<file path="src/rtl/bg_vram_arbiter.sv">
// Single-port background VRAM arbiter: fixed display priority, starvation-guarded CPU
// access, and a tag pipeline that steers RAM read data back to whoever issued the read.
module bg_vram_arbiter #(
   parameter int unsigned RD_LAT = 1,
   parameter logic [3:0]  STARVE = 4'd15
) (
   input  logic        clk,
   input  logic        rst_n,
   input  logic        disp_req,
   input  logic [10:0] disp_addr,
   output logic [8:0]  disp_data,
   output logic        disp_valid,
   output logic        disp_miss,
   input  logic        cpu_req,
   input  logic        cpu_we,
   input  logic [10:0] cpu_addr,
   input  logic [8:0]  cpu_wdata,
   output logic        cpu_ack,
   output logic [8:0]  cpu_rdata,
   output logic [10:0] ram_addr,
   output logic [8:0]  ram_din,
   output logic        ram_we,
   input  logic [8:0]  ram_dout
);

   typedef enum logic [1:0] {StIdle, StRdWait, StAck} cpu_state_e;
   typedef enum logic [1:0] {TagNone, TagDisp, TagCpu} tag_e;

   cpu_state_e  state_q, state_d;
   logic [3:0]  wait_cnt_q, wait_cnt_d;
   tag_e        tag_q [0:RD_LAT];
   tag_e        tag_d [0:RD_LAT];
   tag_e        tag_ret;

   logic [10:0] ram_addr_q, ram_addr_d;
   logic [8:0]  ram_din_q, ram_din_d;
   logic        ram_we_q, ram_we_d;
   logic [8:0]  disp_data_q;
   logic        disp_valid_q;
   logic        disp_miss_q;
   logic [8:0]  cpu_rdata_q;

   logic        cpu_idle;
   logic        starving;
   logic        disp_grant;
   logic        cpu_grant;

   assign tag_ret    = tag_q[RD_LAT];
   assign cpu_idle   = (state_q == StIdle);
   assign starving   = cpu_idle && cpu_req && (wait_cnt_q == STARVE);
   assign disp_grant = disp_req && !starving;
   assign cpu_grant  = !disp_grant && cpu_idle && cpu_req;

   always_comb begin
      state_d = state_q;
      unique case (state_q)
         StIdle:   if (cpu_grant) state_d = cpu_we ? StAck : StRdWait;
         StRdWait: if (tag_ret == TagCpu) state_d = StAck;
         StAck:    state_d = StIdle;
         default:  state_d = StIdle;
      endcase
   end

   // Counts only cycles where the CPU was eligible but lost; saturates at the guard level.
   always_comb begin
      wait_cnt_d = wait_cnt_q;
      if (!cpu_req || cpu_grant) begin
         wait_cnt_d = 4'd0;
      end else if (cpu_idle && (wait_cnt_q != STARVE)) begin
         wait_cnt_d = wait_cnt_q + 4'd1;
      end
   end

   always_comb begin
      ram_addr_d = ram_addr_q;
      ram_din_d  = ram_din_q;
      ram_we_d   = 1'b0;
      if (disp_grant) begin
         ram_addr_d = disp_addr;
      end else if (cpu_grant) begin
         ram_addr_d = cpu_addr;
         if (cpu_we) begin
            ram_din_d = cpu_wdata;
            ram_we_d  = 1'b1;
         end
      end
   end

   always_comb begin
      for (int unsigned i = 0; i <= RD_LAT; i++) tag_d[i] = TagNone;
      if (disp_grant) begin
         tag_d[0] = TagDisp;
      end else if (cpu_grant && !cpu_we) begin
         tag_d[0] = TagCpu;
      end
      for (int unsigned i = 1; i <= RD_LAT; i++) tag_d[i] = tag_q[i-1];
   end

   always_ff @(posedge clk or negedge rst_n) begin
      if (!rst_n) begin
         state_q      <= StIdle;
         wait_cnt_q   <= 4'd0;
         for (int unsigned i = 0; i <= RD_LAT; i++) tag_q[i] <= TagNone;
         ram_addr_q   <= 11'd0;
         ram_din_q    <= 9'd0;
         ram_we_q     <= 1'b0;
         disp_data_q  <= 9'd0;
         disp_valid_q <= 1'b0;
         disp_miss_q  <= 1'b0;
         cpu_rdata_q  <= 9'd0;
      end else begin
         state_q      <= state_d;
         wait_cnt_q   <= wait_cnt_d;
         tag_q        <= tag_d;
         ram_addr_q   <= ram_addr_d;
         ram_din_q    <= ram_din_d;
         ram_we_q     <= ram_we_d;
         disp_valid_q <= (tag_ret == TagDisp);
         disp_miss_q  <= disp_req && starving;
         if (tag_ret == TagDisp) disp_data_q <= ram_dout;
         if ((state_q == StRdWait) && (tag_ret == TagCpu)) cpu_rdata_q <= ram_dout;
      end
   end

   assign disp_data  = disp_data_q;
   assign disp_valid = disp_valid_q;
   assign disp_miss  = disp_miss_q;
   assign cpu_ack    = (state_q == StAck);
   assign cpu_rdata  = cpu_rdata_q;
   assign ram_addr   = ram_addr_q;
   assign ram_din    = ram_din_q;
   assign ram_we     = ram_we_q;

endmodule

</file>
<file path="config.mk">
export PLATFORM = sky130hd
export DESIGN_NAME = bg_vram_arbiter
export DESIGN_NICKNAME = d
export VERILOG_FILES = /design/src/rtl/bg_vram_arbiter.sv
export SDC_FILE = /design/constraint.sdc
export NUM_CORES = 1
export LEC_CHECK = 0
export BUFFER_PORTS_ARGS = -buffer_cell sky130_fd_sc_hd__buf_2
export CORE_MARGIN = 8
export CORE_UTILIZATION = 52
export CTS_CLUSTER_SIZE = 8
export DETAILED_ROUTE_END_ITERATION = 8
export GPL_TIMING_DRIVEN = 1
export PLACE_DENSITY = 0.91
export SLEW_MARGIN = 25
export SYNTH_ARGS = -nofsm -noshare
export SYNTH_HDL_FRONTEND = slang
export SYNTH_SLANG_ARGS = --single-unit
</file>
<file path="constraint.sdc">
create_clock -name clk -period 4.2 [get_ports clk]
set_input_delay 0.63 -clock clk [delete_from_list [all_inputs] [get_ports clk]]
set_output_delay 0.63 -clock clk [all_outputs]
set_load 0.05 [all_outputs]
</file>
## Word level (Yosys, flattened, before mapping)

Cells that the tools add are included.

| cells by class | value |
|---|---|
| shift operators | 0 |
| divide/modulo/power cells | 0 |
| add/subtract/negate cells | 1 |
| reductions and logical operators | 19 |
| multiplexer cells | 13 |
| equal/unequal tests | 8 |
| multiply operators | 0 |
| magnitude comparators | 0 |
| bitwise operators | 1 |

Operator list:

| cell | number |
|---|---|
| 2-to-1 mux 11 bit | 2 |
| 2-to-1 mux 2 bit | 5 |
| logical AND 1 bit | 9 |
| 2-to-1 mux 4 bit | 2 |
| adder 4 x 1 -> 4 bit (second input constant) | 1 |
| == test 2 x 1 -> 1 bit (second input constant) | 2 |
| == test 2 bit (second input constant) | 2 |
| == test 4 bit (second input constant) | 1 |
| zero test 1 bit | 4 |
| inequality test 4 bit (second input constant) | 1 |
| case mux 2 bit (2 select lines) | 1 |
| nonzero test 2 bit | 2 |
| 2-to-1 mux 1 bit | 3 |
| AND reduction 3 bit | 1 |
| zero test 2 bit | 1 |
| inequality test 2 x 1 -> 1 bit (second input constant) | 1 |
| inequality test 2 bit (second input constant) | 1 |
| AND reduction 2 bit | 1 |
| logical OR 1 bit | 1 |
| NOT 1 bit | 1 |

| storage, ports and cells | value |
|---|---|
| output and inout bits | 42 |
| memory bits (read-only) | 0 |
| bits in latches | 0 |
| bits in registers | 51 |
| memory bits (writable) | 0 |
| input bits | 45 |
| memories | 0 |

## Logic depth before layout (Yosys ltp)

| depth | value |
|---|---|
| depth in word-level cells | 11 |
| gate-level depth with buffers | 5 |
| gate-level depth less buffers | 4 |

## Least setup slack after synthesis

No wires, ideal clock.

| timing path | value |
|---|---|
| path kind | in2reg |
| start | in cpu_req |
| end | reg ram_din_q[1] (netlist: ram_din[1]) |
| data arrival time | 1.827 ns |
| buffers on the path | 2 |
| stages on the path | 5 |
| slack | 2.248 ns |
| cell sequence | or3b_1 buf_6 a211oi_4 buf_6 mux2_2 |

| on the way | value |
|---|---|
| word-level cells in the longest chain between the ends | 8 |

RTL lines:

| item | line | source |
|---|---|---|
| start: declaration | 14 | `input logic cpu_req,` |
| logical AND 1 bit (2 in a row) | 50 | `assign starving = cpu_idle && cpu_req && (wait_cnt_q == STARVE);` |
| zero test 1 bit | 51 | `assign disp_grant = disp_req && !starving;` |
| logical AND 1 bit | 51 |  |
| zero test 1 bit | 52 | `assign cpu_grant = !disp_grant && cpu_idle && cpu_req;` |
| logical AND 1 bit (2 in a row) | 52 |  |
| AND reduction 3 bit (no source line) (*) | - |  |
| end signal: assignment | 116 | `ram_din_q <= ram_din_d;` |
| end: declaration | 36 | `logic [8:0] ram_din_q, ram_din_d;` |

Every way passes the cells marked *; elsewhere a longest branch is shown, timed or not.
A chain may end at the register's enable or synchronous reset.

## Worst setup path after layout

| timing path | value |
|---|---|
| start | reg wait_cnt_q[0] |
| end | reg ram_din_q[5] (netlist: ram_din[5]) |

| on the way | value |
|---|---|
| word-level cells in the longest chain between the ends | 8 |

RTL lines:

| item | line | source |
|---|---|---|
| start: declaration | 30 | `logic [3:0] wait_cnt_q, wait_cnt_d;` |
| start signal: assignment | 113 | `wait_cnt_q <= wait_cnt_d;` |
| == test 4 bit (*) | 50 |  |
| logical AND 1 bit (*) | 50 |  |
| zero test 1 bit (*) | 51 |  |
| logical AND 1 bit (*) | 51 |  |
| zero test 1 bit | 52 |  |
| logical AND 1 bit (2 in a row) | 52 |  |
| AND reduction 3 bit (no source line) (*) | - |  |

Marked as above.

==> flow_summary_export.csv <==
group,metric,value,unit
run_status,status,"completed",
setup_path,required,4.40,ns
layout,fin_area,0.00277,sq mm
detailed_routing,postRouteWirelength,5110,um
placement,dp_slack,1.47,ns
layout,antenna_cells,0,
layout,layout-drive-gt1-share,54.0,%
logic_synthesis,yosys_warnings,0,
power_and_ir_drop,peakVddDrop,0.522,mV
power_and_ir_drop,p_leak,1.38,nW
clock_tree,post_cts_buffers,0,
layout,fin_nets,297,
floorplanning,die_h,81.6,um
floorplanning,rows,24,
clock_tree,postCtsHoldBufs,0,
clock_tree,cts_tree,"built",
logic_synthesis,syn_area,0.00223,sq mm
detailed_routing,routedWlPerCell,16.8,um
layout,area_delta_synth_final,24.0,%
timing,slew_headroom,43.8,%
timing,fin_ws,1.74,ns
global_route,grt.overflow.total,0,
setup_path,r2r-end,"ram_din[5]$_DFFE_PN0P_",
global_route,antenna_found_initial,0,
clock_tree,ctsHtreeMaxLevel,2,
clock_tree,ctsResizeCount,0,
logic_synthesis,synth-seq-cells,51,
timing,tns,0,ns
logic_synthesis,synth_nets,212,
logic_synthesis,syn_inst,166,
power_and_ir_drop,p_per_area,642,mW/mm^2
detailed_routing,firstDrtPassIters,4,
clock_tree,clock_path_buffers,2,
detailed_routing,ant_nets,0,
placement,dpl.hpwl,3820,um
global_route,grt_pass1_vias,1741,
placement,dp_cells,296,
setup_path,worst-r2r-cell-count,4,
timing,tightest_slew,0.840,ns
layout,finish.utilization,65.4,%
logic_synthesis,avgSynthCellArea,13.5,sq um
layout,finalNonFillerCells,304,
global_route,grt_pass1_wl,8150,um
flow_run,drv_cap,0,
setup_path,rrSetupSlack,1.74,ns
timing,finalHoldViolations,0,
setup_path,path_max_fanout,19,
timing,fin_crit,2.46,ns
timing,setup_violations,0,
setup_path,crit_path_end_kind,"flip-flop",
floorplanning,coreArea,0.00423,sq mm
logic_synthesis,netlist-cell-type-count,30,
timing,rsz0062_at_grt,"no",
floorplanning,fp.dieW,81.6,um
placement,gp_congestion,0.775,
floorplanning,start_util,52.8,%
setup_path,critPathKind,"flip-flop to flip-flop",
detailed_routing,num_vias,1624,
timing,finClkSkew,0.00317,ns
floorplanning,ios,87,
detailed_routing,drc,0,
clock_tree,clkTransAtPathRegs,0.09,ns
clock_tree,clk_latency,0.31,ns
global_route,grt_max_degree,52,
clock_tree,tritoncts.num_buffers,5,
placement,port_buffers,86,
detailed_routing,drt_iter0_drc,80,
clock_tree,clkSinkCount,51,
setup_path,critPathArrivalTime,2.66,ns
timing,drv_slew,0,
floorplanning,die-area,0.00665,sq mm
setup_path,critical_path.startpoint_type,"flip-flop",
placement,placed_cell_area,0.00268,sq mm
global_route,track_usage,15.8,%
timing,fmax,406,MHz
clock_tree,root_buffer,"clkbuf_8",
worst_hold_path,hold_path.class,"primary input to asynchronous set/reset pin",
setup_path,crit-reg2reg-launch,"wait_cnt_q[0]$_DFFE_PN0P_",
detailed_routing,viasPerCell,5.34,
logic_synthesis,yosysSeqAreaShare,57.1,%
power_and_ir_drop,total_power,1.78,mW
timing,holdWs,0.341,ns
timing,finalCritPeriodShare,58.6,%
[layout make-up]
| type | instances | area, sq um |
|---|---|---|
| Clock inverter | 2 | 16.3 |
| Inverter | 15 | 56.3 |
| Multi-Input combinational cell | 91 | 843 |
| Clock buffer | 6 | 72.6 |
| Fill cell | 337 | 1460 |
| Tap cell | 52 | 65.1 |
| Sequential cell | 51 | 1280 |
| Timing Repair Buffer | 87 | 440 |
[critical path, cell delays in order (launching register included)]
cell      delay, ns
dfrtp_1        0.40
ha_1           0.21
nand3_1        0.60
a211oi_4       0.74
mux2_2         0.40
[cells in the final DEF (no fill, tap or decap), drive strengths merged, types with 3 or more instances in the layout]
master  Yosys  final
nand2       3      3
clkbuf      4      6
mux2       27     27
inv        15     16
buf         5     87
a221oi     11     11
mux2i      11     11
nor3       12     12
a21oi       4      4
dfrtp      51     51
[report_power, final]
| part | internal [mW] | total (mW) | switching, mW |
|---|---|---|---|
| Sequential | 0.615 | 0.685 | 0.0690 |
| Combinational | 0.225 | 0.809 | 0.584 |
| Clock | 0.120 | 0.285 | 0.165 |
[sequential cells by signal, indices dropped and copies added, names as in the netlist]
name        count
ram_addr       11
cpu_rdata       9
disp_data       9
ram_din         9
wait_cnt_q      4
state_q         2
tag_d           2
tag_ret         2
disp_miss       1
disp_valid      1
ram_we          1
[per-layer routing]
layer,vias up,track usage (%),wire [um]
li1,773,-,-
met1,802,18.1,2050
met2,42,27.4,2750
met3,7,4.38,240
met4,0,5.89,77
met5,-,0,0
[worst max-delay path by stage]
stage	startpoint	end	cells past startpoint
final	wait_cnt_q[0]$_DFFE_PN0P_	ram_din[5]$_DFFE_PN0P_	4
after global routing	wait_cnt_q[0]$_DFFE_PN0P_	ram_din[5]$_DFFE_PN0P_	4
after CTS	state_q[1]$_DFFE_PN0P_	ram_din[5]$_DFFE_PN0P_	3
after detailed placement	cpu_req	ram_din[5]$_DFFE_PN0P_	4
after global placement	cpu_req	ram_din[7]$_DFFE_PN0P_	4
after floorplan	cpu_req	ram_din[1]$_DFFE_PN0P_	5
[synthesized netlist by cell type]
master / instances / area [sq um]
buf_6: 3 / 33.8
buf_2: 2 / 10.0
clkbuf_1: 4 / 15.0
or2_2: 2 / 12.5
nand3_1: 2 / 10.0
mux2i_1: 11 / 110
a221oi_2: 9 / 135
nor2_1: 1 / 3.75
a21oi_1: 4 / 20.0
nand4_1: 2 / 12.5
mux2_2: 27 / 304
o21a_1: 1 / 7.51
nand4b_1: 2 / 17.5
dfrtp_1: 51 / 1280
o21ai_0: 2 / 10.0
nor2b_1: 1 / 6.26
nand2_1: 3 / 11.3
a221oi_1: 2 / 17.5
inv_1: 15 / 56.3
a211oi_4: 1 / 20.0
ha_1: 1 / 12.5
nor3_1: 12 / 60.1
and2b_2: 1 / 8.76
nor4b_2: 1 / 15.0
a2111o_1: 1 / 11.3
or4_1: 1 / 7.51
or3b_1: 1 / 8.76
and2b_1: 1 / 7.51
a31oi_1: 1 / 6.26
a211oi_1: 1 / 7.51
[cell families (layout without fill, tap and decap cells)]
logic type | Yosys count | count (layout) | share of synthesized area (%)
flip-flops | 51 | 51 | 57.1
multiplexers | 38 | 38 | 18.5
AND/OR/NAND/NOR | 30 | 30 | 8.12
buffers and inverters | 24 | 110 | 5.15
AO/OA/AOI/OAI | 22 | 22 | 10.5
adder cells (fa/ha/maj) | 1 | 1 | 0.560
Power figures use the tool's default switching activity.
